<file path="config.mk">
export PLATFORM = sky130hd
export DESIGN_NAME = fetch_prefetch_unit
export DESIGN_NICKNAME = d
export VERILOG_FILES = /design/src/rtl/fetch_prefetch_unit.sv
export SDC_FILE = /design/constraint.sdc
export NUM_CORES = 1
export LEC_CHECK = 0
export BUFFER_PORTS_ARGS = -buffer_cell sky130_fd_sc_hd__buf_2
export CAP_MARGIN = 20
export CORE_ASPECT_RATIO = 1.75
export CORE_MARGIN = 2
export CORE_UTILIZATION = 63
export CTS_CLUSTER_SIZE = 28
export DETAILED_ROUTE_END_ITERATION = 8
export HOLD_SLACK_MARGIN = 0.03
export PLACE_DENSITY = 0.82
export SETUP_SLACK_MARGIN = 0.5
export SLEW_MARGIN = 10
export SYNTH_ARGS = -nofsm -noshare
export SYNTH_HDL_FRONTEND = slang
export SYNTH_SLANG_ARGS = --single-unit
</file>
<file path="constraint.sdc">
create_clock -name Clk -period 7.2 [get_ports Clk]
set_input_delay 1.44 -clock Clk [delete_from_list [all_inputs] [get_ports Clk]]
set_output_delay 1.44 -clock Clk [all_outputs]
set_load 0.02 [all_outputs]
</file>
<file path="src/rtl/fetch_prefetch_unit.sv">
// Sequential instruction fetch with an in-order prefetch queue.
// Redirects flush the queue and discard responses still in flight.
module fetch_prefetch_unit #(
    parameter int          DEPTH    = 4,
    parameter logic [31:0] RESET_PC = 32'h0000_0000
) (
    input  logic        Clk,
    input  logic        Reset,
    output logic        IMemReq,
    output logic [31:0] IMemAddr,
    input  logic        IMemReady,
    input  logic        IMemRespValid,
    input  logic [31:0] IMemRespData,
    input  logic        Redirect,
    input  logic [31:0] RedirectPC,
    output logic [31:0] Instruction,
    output logic [31:0] NextInstruct,
    output logic        InstValid,
    input  logic        InstReady
);

    localparam int CW = $clog2(DEPTH + 1);
    localparam int AW = $clog2(DEPTH);

    logic [31:0]   r_fetch_pc;
    logic [CW-1:0] r_out;
    logic [CW-1:0] r_drop;
    logic [CW-1:0] r_count;
    logic [AW-1:0] r_rd;
    logic [AW-1:0] r_wr;
    logic [AW-1:0] r_sh_rd;
    logic [AW-1:0] r_sh_wr;
    logic [31:0]   r_q_instr [DEPTH];
    logic [31:0]   r_q_pc    [DEPTH];
    logic [31:0]   r_sh_pc   [DEPTH];

    logic [CW:0]   w_inflight;
    logic          w_req;
    logic          w_accept;
    logic          w_push;
    logic          w_pop;
    logic          w_valid;
    logic [31:0]   w_resp_pc;
    logic          w_unused_pc_lsb;

    assign w_unused_pc_lsb = ^RedirectPC[1:0];

    // Queued plus outstanding never exceeds DEPTH, so the queue cannot overflow.
    assign w_inflight = {1'b0, r_count} + {1'b0, r_out};
    assign w_req      = Reset & ~Redirect & (w_inflight < (CW+1)'(DEPTH));
    assign w_accept   = w_req & IMemReady;
    assign w_valid    = (r_count != '0);
    assign w_pop      = w_valid & InstReady & ~Redirect;
    assign w_push     = IMemRespValid & ~Redirect & (r_drop == '0);
    assign w_resp_pc  = r_sh_pc[r_sh_rd];

    assign IMemReq      = w_req;
    assign IMemAddr     = r_fetch_pc;
    assign InstValid    = w_valid;
    assign Instruction  = w_valid ? r_q_instr[r_rd] : 32'h0;
    assign NextInstruct = w_valid ? (r_q_pc[r_rd] + 32'd4) : 32'h0;

    always_ff @(posedge Clk or negedge Reset) begin
        if (!Reset) begin
            r_fetch_pc <= RESET_PC;
            r_out      <= '0;
            r_drop     <= '0;
            r_count    <= '0;
            r_rd       <= '0;
            r_wr       <= '0;
            r_sh_rd    <= '0;
            r_sh_wr    <= '0;
        end else begin
            r_out <= r_out + CW'(w_accept) - CW'(IMemRespValid);
            if (w_accept) begin
                r_sh_wr <= r_sh_wr + AW'(1);
            end
            if (IMemRespValid) begin
                r_sh_rd <= r_sh_rd + AW'(1);
            end
            if (Redirect) begin
                r_fetch_pc <= {RedirectPC[31:2], 2'b00};
                r_drop     <= r_out - CW'(IMemRespValid);
                r_count    <= '0;
                r_rd       <= '0;
                r_wr       <= '0;
            end else begin
                if (w_accept) begin
                    r_fetch_pc <= r_fetch_pc + 32'd4;
                end
                if (IMemRespValid && r_drop != '0) begin
                    r_drop <= r_drop - CW'(1);
                end
                r_count <= r_count + CW'(w_push) - CW'(w_pop);
                if (w_push) begin
                    r_wr <= r_wr + AW'(1);
                end
                if (w_pop) begin
                    r_rd <= r_rd + AW'(1);
                end
            end
        end
    end

    // Storage needs no reset; occupancy is tracked by the counters above.
    always_ff @(posedge Clk) begin
        if (w_accept) begin
            r_sh_pc[r_sh_wr] <= r_fetch_pc;
        end
        if (w_push) begin
            r_q_instr[r_wr] <= IMemRespData;
            r_q_pc[r_wr]    <= w_resp_pc;
        end
    end

endmodule

</file>
# Yosys cells after proc, flatten, opt, wreduce, memory -nomap -nowiden
# Memory sizes are Yosys's and may differ from the RTL's.
# Index checks and enable logic that the tools add are counted.
# totals
word_cells	56
memories	3
ff_bits	49
out_inout_bits	98
mem_bits_rw	384
# classes
addsub	13
mux	15
n_bitwise	8
reduce_logical	8
order_cmp	1
# memory_table
memory	words	width	read_ports	rd_clocked_by_memory_dff	wr	line_no	rtl
r_q_instr	4	32	1	0	1	33	logic [31:0] r_q_instr [DEPTH];
r_q_pc	4	32	1	0	1	34	logic [31:0] r_q_pc [DEPTH];
r_sh_pc	4	32	1	0	1	35	logic [31:0] r_sh_pc [DEPTH];
# op_table
op	n
two-way mux 32 bit	4
adder 32 x 3 -> 32 bit (second input constant)	2
two-way mux 3 bit	3
subtractor 3 x 1 -> 3 bit	3
adder 2 x 1 -> 2 bit (second input constant)	4
two-way mux 2 bit	4
nonzero test 2 bit	4
AND 1 bit	7
adder 3 x 1 -> 3 bit	2
nonzero test 3 bit	2
adder 3 x 3 -> 4 bit	1
less-than comparator 4 x 3 -> 1 bit (second input constant)	1
two-way mux 1 bit	4
logical NOT 3 bit	1
subtractor 3 x 1 -> 3 bit (second input constant)	1
logical AND 1 bit	1
inverter 1 bit	1

# Longest topological paths before layout
# Gate-level depths: netlist (run 1).
# logic_depth
depth_word	6
ltp_mapped	12

# Worst setup path after synthesis (run 1)
# OpenSTA, ideal clock, no wires.
# synth_path
path_kind	register to output
start	reg r_rd[0]
end	out NextInstruct[20]
n_path_buf	3
slack_ns	3.170
stages_incl_launch_ff	10
arrival_ns	2.590
cell_sequence	dfrtp_1 > buf_6 > buf_12 > mux4_2 > ha_1 > nand3_1 > or4_1 > buf_2 > or3_1 > a21oi_1
# synth_via
elab_chain_cells	3
# synth_rtl
element	line_no	rtl
start, declared	29	logic [AW-1:0] r_rd;
start signal, assigned	99	r_rd <= r_rd + AW'(1);
memory (4 x 32 bit)	n/a	
adder 32 x 3 -> 32 bit	61	assign NextInstruct = w_valid ? (r_q_pc[r_rd] + 32'd4) : 32'h0;
two-way mux 32 bit	61	
end, declared	17	output logic [31:0] NextInstruct,
# Every way passes these cells.

# Final worst setup path (run 1)
# layout_path
start	reg r_rd[1]
end	out NextInstruct[26]
# The elaborated chain is that of the path after synthesis.

==> results.yml, run 1 <==
run_status:
  outcome: "finished clean"
sta:
  worstMarginPinSlew_ps: 1060
  max_clock_freq_mhz: 169
  final.setup.tns_ps: 0
  period_share: 0.821
  fin_skew_ps: 14.0
  setup_viol: 0
  whs_ps: 548
  slew_headroom: 0.287
  final_max_slew_viol_count: 0
  hold_viol_final: 0
  worst_slack_ps: 1290
  min_period_ps: 5910
  rsz0062_at_grt: "no"
drt:
  wl_per_cell_um: 22.7
  dr_wl_met2_um: 18300
  met3WireLength_um: 1680
  wirelength_met1_um: 12300
  routed_wl_um: 33400
  firstDrtPassIters: 7
  drtIter0Drc: 703
  antenna_left: 0
  vias_per_cell: 6.27
  top_layer_used: "met4"
  vias: 9220
  drc: 0
synth:
  ys_ff_latch: 415
  yosysUniqueCellTypes: 51
  synth_top_area_frac: 0.647
  yosysWarnings: 0
  syn_area_um2: 17100
  synth_area_leaders: "edfxtp_1 (65%), mux4_2 (11%), dfrtp_1 (6.9%)"
  syn_inst: 955
  ys_async_sr_fraction: 0.113
  synth_flop_cell: "edfxtp_1"
  synth_top_area_cell: "edfxtp_1"
  ys_seq_area_frac: 0.716
  syn_area_per_cell_um2: 17.9
  synth_edf_count: 368
placement:
  dp_slack_ps: 1930
  gp_congestion: 0.825
  port_buffers: 161
  dp_hpwl_um: 20800
grt:
  grt_pass1_vias: 9526
  grt_usage: 0.240
  grt_pass1_wl_um: 52400
  grt_overflow: 0
  antenna_found_initial: 0
  grt_max_degree: 63
final_layout:
  drive_above_1_share: 0.285
  nets: 1214
  diodes: 0
  nFillCells: 1577
  areaGrowthSynthToFinish_pct: 13.4
  final_util: 0.728
pwr:
  comb_power_share: 0.265
  pwr-share-seq: 0.458
  p_sw_mw: 1.99
  p_int_mw: 4.67
  power.leakage_nw: 6.70
  power_mw: 6.66
  p_clk_frac: 0.277
  p_per_area_nw_per_um2: 344
  swShare: 0.299
  ir_worst_vdd_mv: 0.191
clock_tree:
  h-tree-depth: 2
  cts_tree: "done"
  numClockSinks: 415
  clock-root-buffer: "clkbuf_16"
  post_cts_buffers: 0
  clk_path_buf_depth: 3
  clkLatencyLatePin_ps: 520
  cts-buffers-inserted: 36
  cts_resized: 0
  clk_pin_slew_worst_paths_ps: 60
  ctsHoldBuffers: 0
critical_path:
  cp.arrival_ps: 4470
  crit_required_ps: 5760
  end_kind: "output pin"
  crit_fanout: 37
  start_kind: "register"
  crit_type: "register to output pin"
floorplanning:
  ioPinCount: 168
  die_w_um: 128
  row_count: 79
  dieArea_um2: 28500
  die_h_um: 222
  coreArea_um2: 26600
  initial_core_util: 0.642
flow_run:
  max_cap_violations: 0
hold_path:
  min_path_type: "register to register"
## power groups by stage
stage / sequential, mW / clock, mW / combinational (mW)
2_1_floorplan: 3.03 / 0 / 1.31
6_report: 3.05 / 1.84 / 1.77
5_1_grt: 3.08 / 1.96 / 1.93
3_5_place_dp: 3.10 / 0 / 1.77
3_3_place_gp: 3.12 / 0 / 1.65
4_1_cts: 3.05 / 1.88 / 1.79
## cells in the mapped netlist (5+ instances only)
master and count:
edfxtp_1 368, mux4_2 87, and2_1 47, dfrtp_1 47, nand2_1 47, nand3_1 30, nor2_1 27, inv_1 23
o21ai_0 22, a21oi_1 21, clkbuf_1 21, ha_1 20, nand4_1 19, xnor2_1 15, xor2_1 15, o211ai_1 12
buf_2 11, buf_1 10, nor3_1 10, o21ai_1 9, or3_1 8, and4_1 7, nor4_1 7, o311ai_0 7
buf_4 6, or4_1 6, mux4_1 5, nand4b_1 5
## layout make-up
cell class / count / area (um^2) / share of cell area
Sequential cell: 415 / 12200 / 0.632
Multi-Input combinational cell: 469 / 4530 / 0.234
Clock buffer: 52 / 1030 / 0.0535
Timing Repair Buffer: 177 / 991 / 0.0512
Tap cell: 324 / 405 / 0.0209
Inverter: 23 / 86.3 / 0.00446
Clock inverter: 10 / 82.6 / 0.00427
## per-layer routing
layer  track usage  vias to the layer above
li1              -                     4134
met1         0.299                     4680
met2         0.435                      343
met3        0.0282                       63
met4        0.0798                        0
met5             0                        -
## cell usage in the layout (no fill, tap or decap), types with 8 or more instances in the layout
cell type and count:
clkbuf_16 39, and2_1 39, nand4_1 19, mux4_2 87, o211ai_1 12, buf_2 161
dfrtp_1 44, buf_4 12, nand2_1 47, xnor2_1 15, o21ai_0 22, xor2_1 15
nor2_1 27, a21oi_1 21, clkbuf_1 12, edfxtp_1 368, inv_1 23, o21ai_1 9
and2_2 8, or3_1 8, nand3_1 30, ha_1 20, nor3_1 9
## state kept, by name (all words and copies together) (netlist names)
| signal | flops |
|---|---|
| r_sh_wr | 2 |
| r_q_instr | 128 |
| r_q_pc | 120 |
| r_rd | 2 |
| r_sh_rd | 2 |
| r_sh_pc | 120 |
| r_drop | 3 |
| r_out | 3 |
| r_wr | 2 |
| IMemAddr | 30 |
| r_count | 3 |
## worst max-delay path, stage by stage (launching register included)
cell and delay [ps]:
dfrtp_2 990, buf_4 510, mux4_2 330, ha_1 250, nand2_1 200, nor4_1 900, nand4b_1 210, a21oi_1 330
buf_2 230
## cell families after synthesis
logic type               after synthesis  synth area share
multiplexers                          94             0.124
AND/OR/NAND/NOR                      227            0.0730
buffers and inverters                 74            0.0202
flip-flops                           415             0.716
adder cells (fa/ha/maj)               22            0.0170
AO/OA/AOI/OAI                         92            0.0343
XOR/XNOR                              30            0.0154
other                                  1          0.000220
## through the flow
step / instance area, um^2 / std cells
2_1_floorplan: 17100 / 958
3_3_place_gp: 18100 / 1404
3_5_place_dp: 18200 / 1406
4_1_cts: 19300 / 1468
5_1_grt: 19400 / 1470
6_report: 19400 / 1470
## final timing paths
kind,from,end,slack [ps],cells past startpoint
setup / recovery,r_rd[1]$_DFFE_PN0P_,NextInstruct[26],1290,8
max in group asynchronous,Reset,r_rd[0]$_DFFE_PN0P_,5680,2
hold / removal,r_out[0]$_DFF_PN0_,r_out[0]$_DFF_PN0_,550,1
hold reg to reg,r_out[0]$_DFF_PN0_,r_out[0]$_DFF_PN0_,550,1
setup reg to reg,r_count[2]$_DFF_PN0_,r_out[2]$_DFF_PN0_,4060,10
min in group asynchronous,Reset,IMemAddr[3]$_DFFE_PN0P_,1010,2
Note: power is estimated with default switching activity, not from simulation.
==> run 2: changes to the inputs <==
--- a/config.mk
+++ b/config.mk
@@ -5,15 +5,16 @@
 export SDC_FILE = /design/constraint.sdc
 export NUM_CORES = 1
 export LEC_CHECK = 0
+export ABC_AREA = 1
 export BUFFER_PORTS_ARGS = -buffer_cell sky130_fd_sc_hd__buf_2
 export CAP_MARGIN = 20
 export CORE_ASPECT_RATIO = 1.75
 export CORE_MARGIN = 2
-export CORE_UTILIZATION = 63
+export CORE_UTILIZATION = 54
 export CTS_CLUSTER_SIZE = 28
 export DETAILED_ROUTE_END_ITERATION = 8
 export HOLD_SLACK_MARGIN = 0.03
-export PLACE_DENSITY = 0.82
+export PLACE_DENSITY = 0.74
 export SETUP_SLACK_MARGIN = 0.5
 export SLEW_MARGIN = 10
 export SYNTH_ARGS = -nofsm -noshare
==> constraint.sdc (replaced) <==
create_clock -name Clk -period 5 [get_ports Clk]
set_input_delay 1 -clock Clk [delete_from_list [all_inputs] [get_ports Clk]]
set_output_delay 1 -clock Clk [all_outputs]
set_load 0.02 [all_outputs]
==> results.yml, run 2 <==
run_status:
  outcome: "finished clean"
final_layout:
  regArea_um2: 12200
  nFillCells: 2603
  drive_above_1_share: 0.143
  layoutNonFillerInstCount: 2424
  multi_input_area_um2: 5570
  final_cell_mix: "nand2_1 (454), edfxtp_1 (368), nor2_1 (289), buf_2 (161), o21ai_0 (150)"
  top_regs: "r_q_instr x128, r_q_pc x120, r_sh_pc x120"
  diodes: 0
  areaGrowthSynthToFinish_pct: 13.8
  layout_commonest_cell: "nand2_1"
  nets: 2033
  largest-register: "r_q_instr"
  largest_reg_flops: 128
critical_path:
  crit_type: "register to output pin"
  start_kind: "register"
  end_kind: "output pin"
  cp.arrival_ps: 3230
  crit_fanout: 80
  crit_required_ps: 4000
synth:
  synth_edf_count: 368
  synth_commonest_cells: "nand2_1 (454), edfxtp_1 (368), nor2_1 (299)"
  yosysWarnings: 0
  ys_async_sr_fraction: 0.113
  ys_seq_area_frac: 0.659
  synth_flop_cell: "edfxtp_1"
  syn_area_per_cell_um2: 10.3
  yosysUniqueCellTypes: 34
  synth_most_common_cell: "nand2_1"
  ys_ff_latch: 415
  synth_area_leaders: "edfxtp_1 (60%), nand2_1 (9.2%), dfrtp_1 (6.3%)"
  syn_area_um2: 18500
  synth_top_area_cell: "edfxtp_1"
  syn_inst: 1796
  synth_top_area_frac: 0.596
floorplanning:
  dieArea_um2: 35900
  initial_core_util: 0.550
  die_w_um: 144
  ioPinCount: 168
  die_h_um: 249
  row_count: 89
  coreArea_um2: 33700
grt:
  antenna_found_initial: 0
  grt_usage: 0.234
  grt_pass1_vias: 12992
  grt_pass1_wl_um: 65200
  grt_overflow: 0
  grt_max_degree: 81
sta:
  final.setup.tns_ps: 0
  worst_slack_ps: 771
  rsz0062_at_grt: "no"
  fin_skew_ps: 17.2
  hold_viol_final: 0
  min_period_ps: 4230
  final_max_slew_viol_count: 0
  period_share: 0.846
  setup_viol: 0
  max_clock_freq_mhz: 236
  worstMarginPinSlew_ps: 993
  slew_headroom: 0.337
clock_tree:
  clk_pin_slew_worst_paths_ps: 70
  numClockSinks: 415
  clock-root-buffer: "clkbuf_16"
  h-tree-depth: 2
  clkLatencyLatePin_ps: 530
  cts_tree: "done"
  clk_path_buf_depth: 3
  cts-buffers-inserted: 36
pwr:
  ir_worst_vdd_mv: 0.302
  p_int_mw: 6.98
  swShare: 0.364
  pwr-share-seq: 0.407
  p_clk_frac: 0.266
  p_sw_mw: 4.00
  comb_power_share: 0.327
  p_per_area_nw_per_um2: 520
  power.leakage_nw: 8.25
placement:
  dpl.cell_count: 2353
  dp_hpwl_um: 27300
  port_buffers: 161
  gp_congestion: 0.926
  dp_slack_ps: 1030
drt:
  routed_wl_um: 42400
  drtIter0Drc: 816
  vias: 13205
  antenna_left: 0
  wl_per_cell_um: 17.5
  vias_per_cell: 5.45
  firstDrtPassIters: 5
  drc: 0
hold_path:
  min_path_type: "register to register"
flow_run:
  max_cap_violations: 0
-- run 2: cell count changes in the layout (fill, tap and decap cells not counted), sizes merged, moves of 31 or more --
cell | before | now
nand3 | 31 | 106
o22ai | 0 | 31
inv | 25 | 94
o21ai | 31 | 155
and2 | 47 | 1
nand2 | 47 | 457
nor2 | 27 | 307
mux4 | 92 | 0
-- run 2: per-stage QoR --
step / hold slack (ps) / power (mW) / cell area, um^2 / utilization
after floorplan: 501 / 6.98 / 18600 / -
after global placement: 530 / 7.91 / 19800 / 0.586
after detailed placement: 555 / 8.05 / 19800 / 0.586
after CTS: 571 / 11.0 / 21000 / 0.623
after global routing: 600 / 11.6 / 21100 / 0.625
final: 562 / 11.0 / 21100 / 0.625
-- run 2: final timing paths --
path,start,endpoint,slack (ps),cells after the start
min in group asynchronous,Reset,r_count[2]$_DFF_PN0_,580,2
max in group asynchronous,Reset,r_rd[0]$_DFFE_PN0P_,3920,2
min,r_out[0]$_DFF_PN0_,r_out[0]$_DFF_PN0_,560,1
max reg2reg,r_count[1]$_DFF_PN0_,r_sh_pc[2][27]$_DFFE_PP_,2240,8
min reg2reg,r_out[0]$_DFF_PN0_,r_out[0]$_DFF_PN0_,560,1
max,r_rd[0]$_DFFE_PN0P_,NextInstruct[12],770,11
-- run 2: layer usage --
| metal | up-vias | share of wire | GRT usage |
|---|---|---|---|
| met5 | - | 0 | 0 |
| met4 | 0 | 0.049 | 0.124 |
| met3 | 120 | 0.058 | 0.0315 |
| met1 | 6246 | 0.36 | 0.259 |
| li1 | 6396 | - | - |
| met2 | 443 | 0.53 | 0.427 |
-- run 2: timing repair --
action                                  in CTS  in global routing
gates resized for setup                      1                  6
setup buffers                                0                  4
endpoints found under the setup margin       3                 14
gates cloned                                 0                  1
hold buffers                                 0                  0
-- run 2: power by group through the flow --
stage               sequential (mW)  clock [mW]  combinational [mW]
global placement               4.53           0                3.38
finish                         4.47        2.92                3.59
detailed placement             4.55           0                3.50
floorplan                      4.52           0                2.45
global route                   4.50        3.07                4.00
CTS                            4.47        2.96                3.52
-- run 2: worst max-delay path: stages, from the launching register on --
cell and delay [ps]:
dfrtp_4 570, clkinv_16 190, nand2_1 130, o211ai_1 90, nand2_1 150, ha_1 180
nand2_1 80, nor2_2 160, nand2_2 160, nor2_2 300, a2bb2oi_1 350, buf_2 240
-- run 2: logic make-up (layout without fill, tap and decap cells) --
group / count (synthesis) / after routing / share of synthesized area
AOI/OAI and AO/OA: 259 / 259 / 0.0756
DFF: 415 / 415 / 0.659
and+or+nand+nor: 898 / 898 / 0.194
other: 1 / 4 / 0.000202
adders and majority gates: 22 / 22 / 0.0157
xor gates and xnor gates: 24 / 24 / 0.0113
buffers and inverters: 177 / 347 / 0.0437
-- run 2: area by class of cell --
cell class	count	share of cell area
Inverter	90	0.0173
Multi-Input combinational cell	1207	0.264
Sequential cell	415	0.580
Timing Repair Buffer	191	0.0534
Clock inverter	24	0.0142
Tap cell	455	0.0270
Clock buffer	42	0.0448
==> run 3: changes to the inputs <==
--- a/config.mk
+++ b/config.mk
@@ -10,11 +10,11 @@
 export CAP_MARGIN = 20
 export CORE_ASPECT_RATIO = 1.75
 export CORE_MARGIN = 2
-export CORE_UTILIZATION = 54
+export CORE_UTILIZATION = 60
 export CTS_CLUSTER_SIZE = 28
 export DETAILED_ROUTE_END_ITERATION = 8
 export HOLD_SLACK_MARGIN = 0.03
-export PLACE_DENSITY = 0.74
+export PLACE_DENSITY = 0.78
 export SETUP_SLACK_MARGIN = 0.5
 export SLEW_MARGIN = 10
 export SYNTH_ARGS = -nofsm -noshare
==> constraint.sdc (replaced) <==
create_clock -name Clk -period 4.2 [get_ports Clk]
set_input_delay 0.84 -clock Clk [delete_from_list [all_inputs] [get_ports Clk]]
set_output_delay 0.84 -clock Clk [all_outputs]
set_load 0.02 [all_outputs]
==> results.yml, run 3 (synthesis results as in run 2) <==
run_status:
  outcome: "finished clean"
final_layout:
  largest_reg_flops: 128
  drive_above_1_share: 0.175
  top_regs: "r_q_instr x128, r_q_pc x120, r_sh_pc x120"
  final_cell_mix: "nand2_1 (433), edfxtp_1 (368), nor2_1 (273), buf_2 (154), o21ai_0 (149)"
  layout_commonest_cell: "nand2_1"
  nets: 2067
  areaGrowthSynthToFinish_pct: 16.3
  largest-register: "r_q_instr"
  layoutNonFillerInstCount: 2393
drt:
  wl_per_cell_um: 18.3
  drc: 0
  drtIter0Drc: 843
  firstDrtPassIters: 6
  vias_per_cell: 5.70
  antenna_left: 0
  vias: 13651
  routed_wl_um: 43800
clock_tree:
  cts-buffers-inserted: 36
  clock-root-buffer: "clkbuf_16"
  ctsHoldBuffers: 0
  clk_pin_slew_worst_paths_ps: 70
  numClockSinks: 415
  cts_tree: "done"
  clk_path_buf_depth: 3
  clkLatencyLatePin_ps: 540
  h-tree-depth: 2
floorplanning:
  initial_core_util: 0.605
  die_h_um: 237
  die_w_um: 137
  coreArea_um2: 30600
  dieArea_um2: 32400
  ioPinCount: 168
  row_count: 85
grt:
  grt_pass1_vias: 13603
  antenna_found_initial: 1
  grt_usage: 0.261
  grt_pass1_wl_um: 65800
  grt_overflow: 0
  grt_max_degree: 63
critical_path:
  critical_path.most_common_cell: "nand2_1"
  rr_startpoint: "r_count[1]$_DFF_PN0_"
  start_kind: "register"
  slowest_delay_ps: 520
  reg2reg_to: "IMemAddr[6]$_DFFE_PN0P_"
  crit_required_ps: 3360
  path_cells: "buf_6, buf_6, inv_6, nand2_1, nand2_1, nand2_1, nand2_1, nand2_2, nor2_4, nand2_4, nor2_4, buf_12, nand2_1, o21ai_1, nor2_1, buf_4"
  reg2reg_slack_ps: 1410
  cpMaxStageDelayCell: "dfrtp_4"
  end_kind: "output pin"
  crit_type: "register to output pin"
  cp.arrival_ps: 2810
  rr_worst_depth: 9
  crit_fanout: 6
sta:
  fin_skew_ps: 15.3
  hold_viol_final: 0
  slew_headroom: 0.332
  rsz0062_at_grt: "yes"
  final_max_slew_viol_count: 0
  setup_viol: 0
  period_share: 0.870
  worstMarginPinSlew_ps: 1000
  whs_ps: 421
  min_period_ps: 3650
  worst_slack_ps: 546
  max_clock_freq_mhz: 274
placement:
  dp_hpwl_um: 27500
  dpl.cell_count: 2298
  dp_slack_ps: 526
  gp_congestion: 0.930
  port_buffers: 161
pwr:
  p_per_area_nw_per_um2: 619
  ir_worst_vdd_mv: 0.459
  power.leakage_nw: 8.48
hold_path:
  min_path_type: "input port to async pin"
flow_run:
  max_cap_violations: 0
-- run 3: final cells by class --
cell class              count  area [um^2]
fillers                  2136         9060
multi-input cells        1207         5740
clock buffers              43          948
well taps                 391          489
diodes                      1         2.50
repair inverters            5         58.8
repair buffers            220         1540
clock inverters            21          205
flip-flops and latches    415        12200
inverters                  90          357
-- run 3: how the worst max path moves through the flow --
| stage | from | depth (start not counted) | slack, ps | to |
|---|---|---|---|---|
| after global placement | r_rd[0]$_DFFE_PN0P_ | 15 | 620 | NextInstruct[22] |
| after CTS | r_rd[0]$_DFFE_PN0P_ | 13 | 500 | NextInstruct[28] |
| after global routing | r_rd[0]$_DFFE_PN0P_ | 16 | 380 | NextInstruct[21] |
| after floorplan | Redirect | 4 | -390 | r_q_instr[0][0]$_DFFE_PP_ |
| after detailed placement | r_rd[0]$_DFFE_PN0P_ | 15 | 530 | NextInstruct[22] |
| final | r_rd[0]$_DFFE_PN0P_ | 16 | 550 | NextInstruct[18] |
-- run 3: report_power, final --
group | leakage [nW] | total (mW) | internal [mW] | switching [mW]
logic | 4.02 | 4.79 | 1.51 | 3.28
registers | 3.89 | 5.31 | 5.07 | 0.247
clock network | 0.563 | 3.26 | 1.82 | 1.44
-- run 3: critical path, delay by kind of cell, from the launching register on --
family          cells  cell delay, ps
simple gates       10            1000
flops               1             520
buf+inv             5             680
compound gates      1              60
-- run 3: stage by stage --
step	util	power, mW	setup TNS (ps)	instance area, um^2
finish	0.704	13.4	0	21600
global route	0.704	14.1	0	21600
CTS	0.690	13.0	0	21100
detailed placement	0.646	9.61	0	19800
global placement	0.646	9.43	0	19800
floorplan	-	8.30	-96820	18600
-- run 3: layer usage --
| layer | track usage | wire (um) |
|---|---|---|
| met1 | 0.281 | 15500 |
| met2 | 0.482 | 23500 |
| met3 | 0.0375 | 2660 |
| met4 | 0.139 | 2110 |
| met5 | 0 | 0 |
-- run 3: what timing repair did --
action / CTS / global route
endpoints found under the setup margin: 21 / 18
pin swaps: 1 / 13
gates resized for setup: 30 / 64
setup buffers: 5 / 17
cloned: 2 / 6
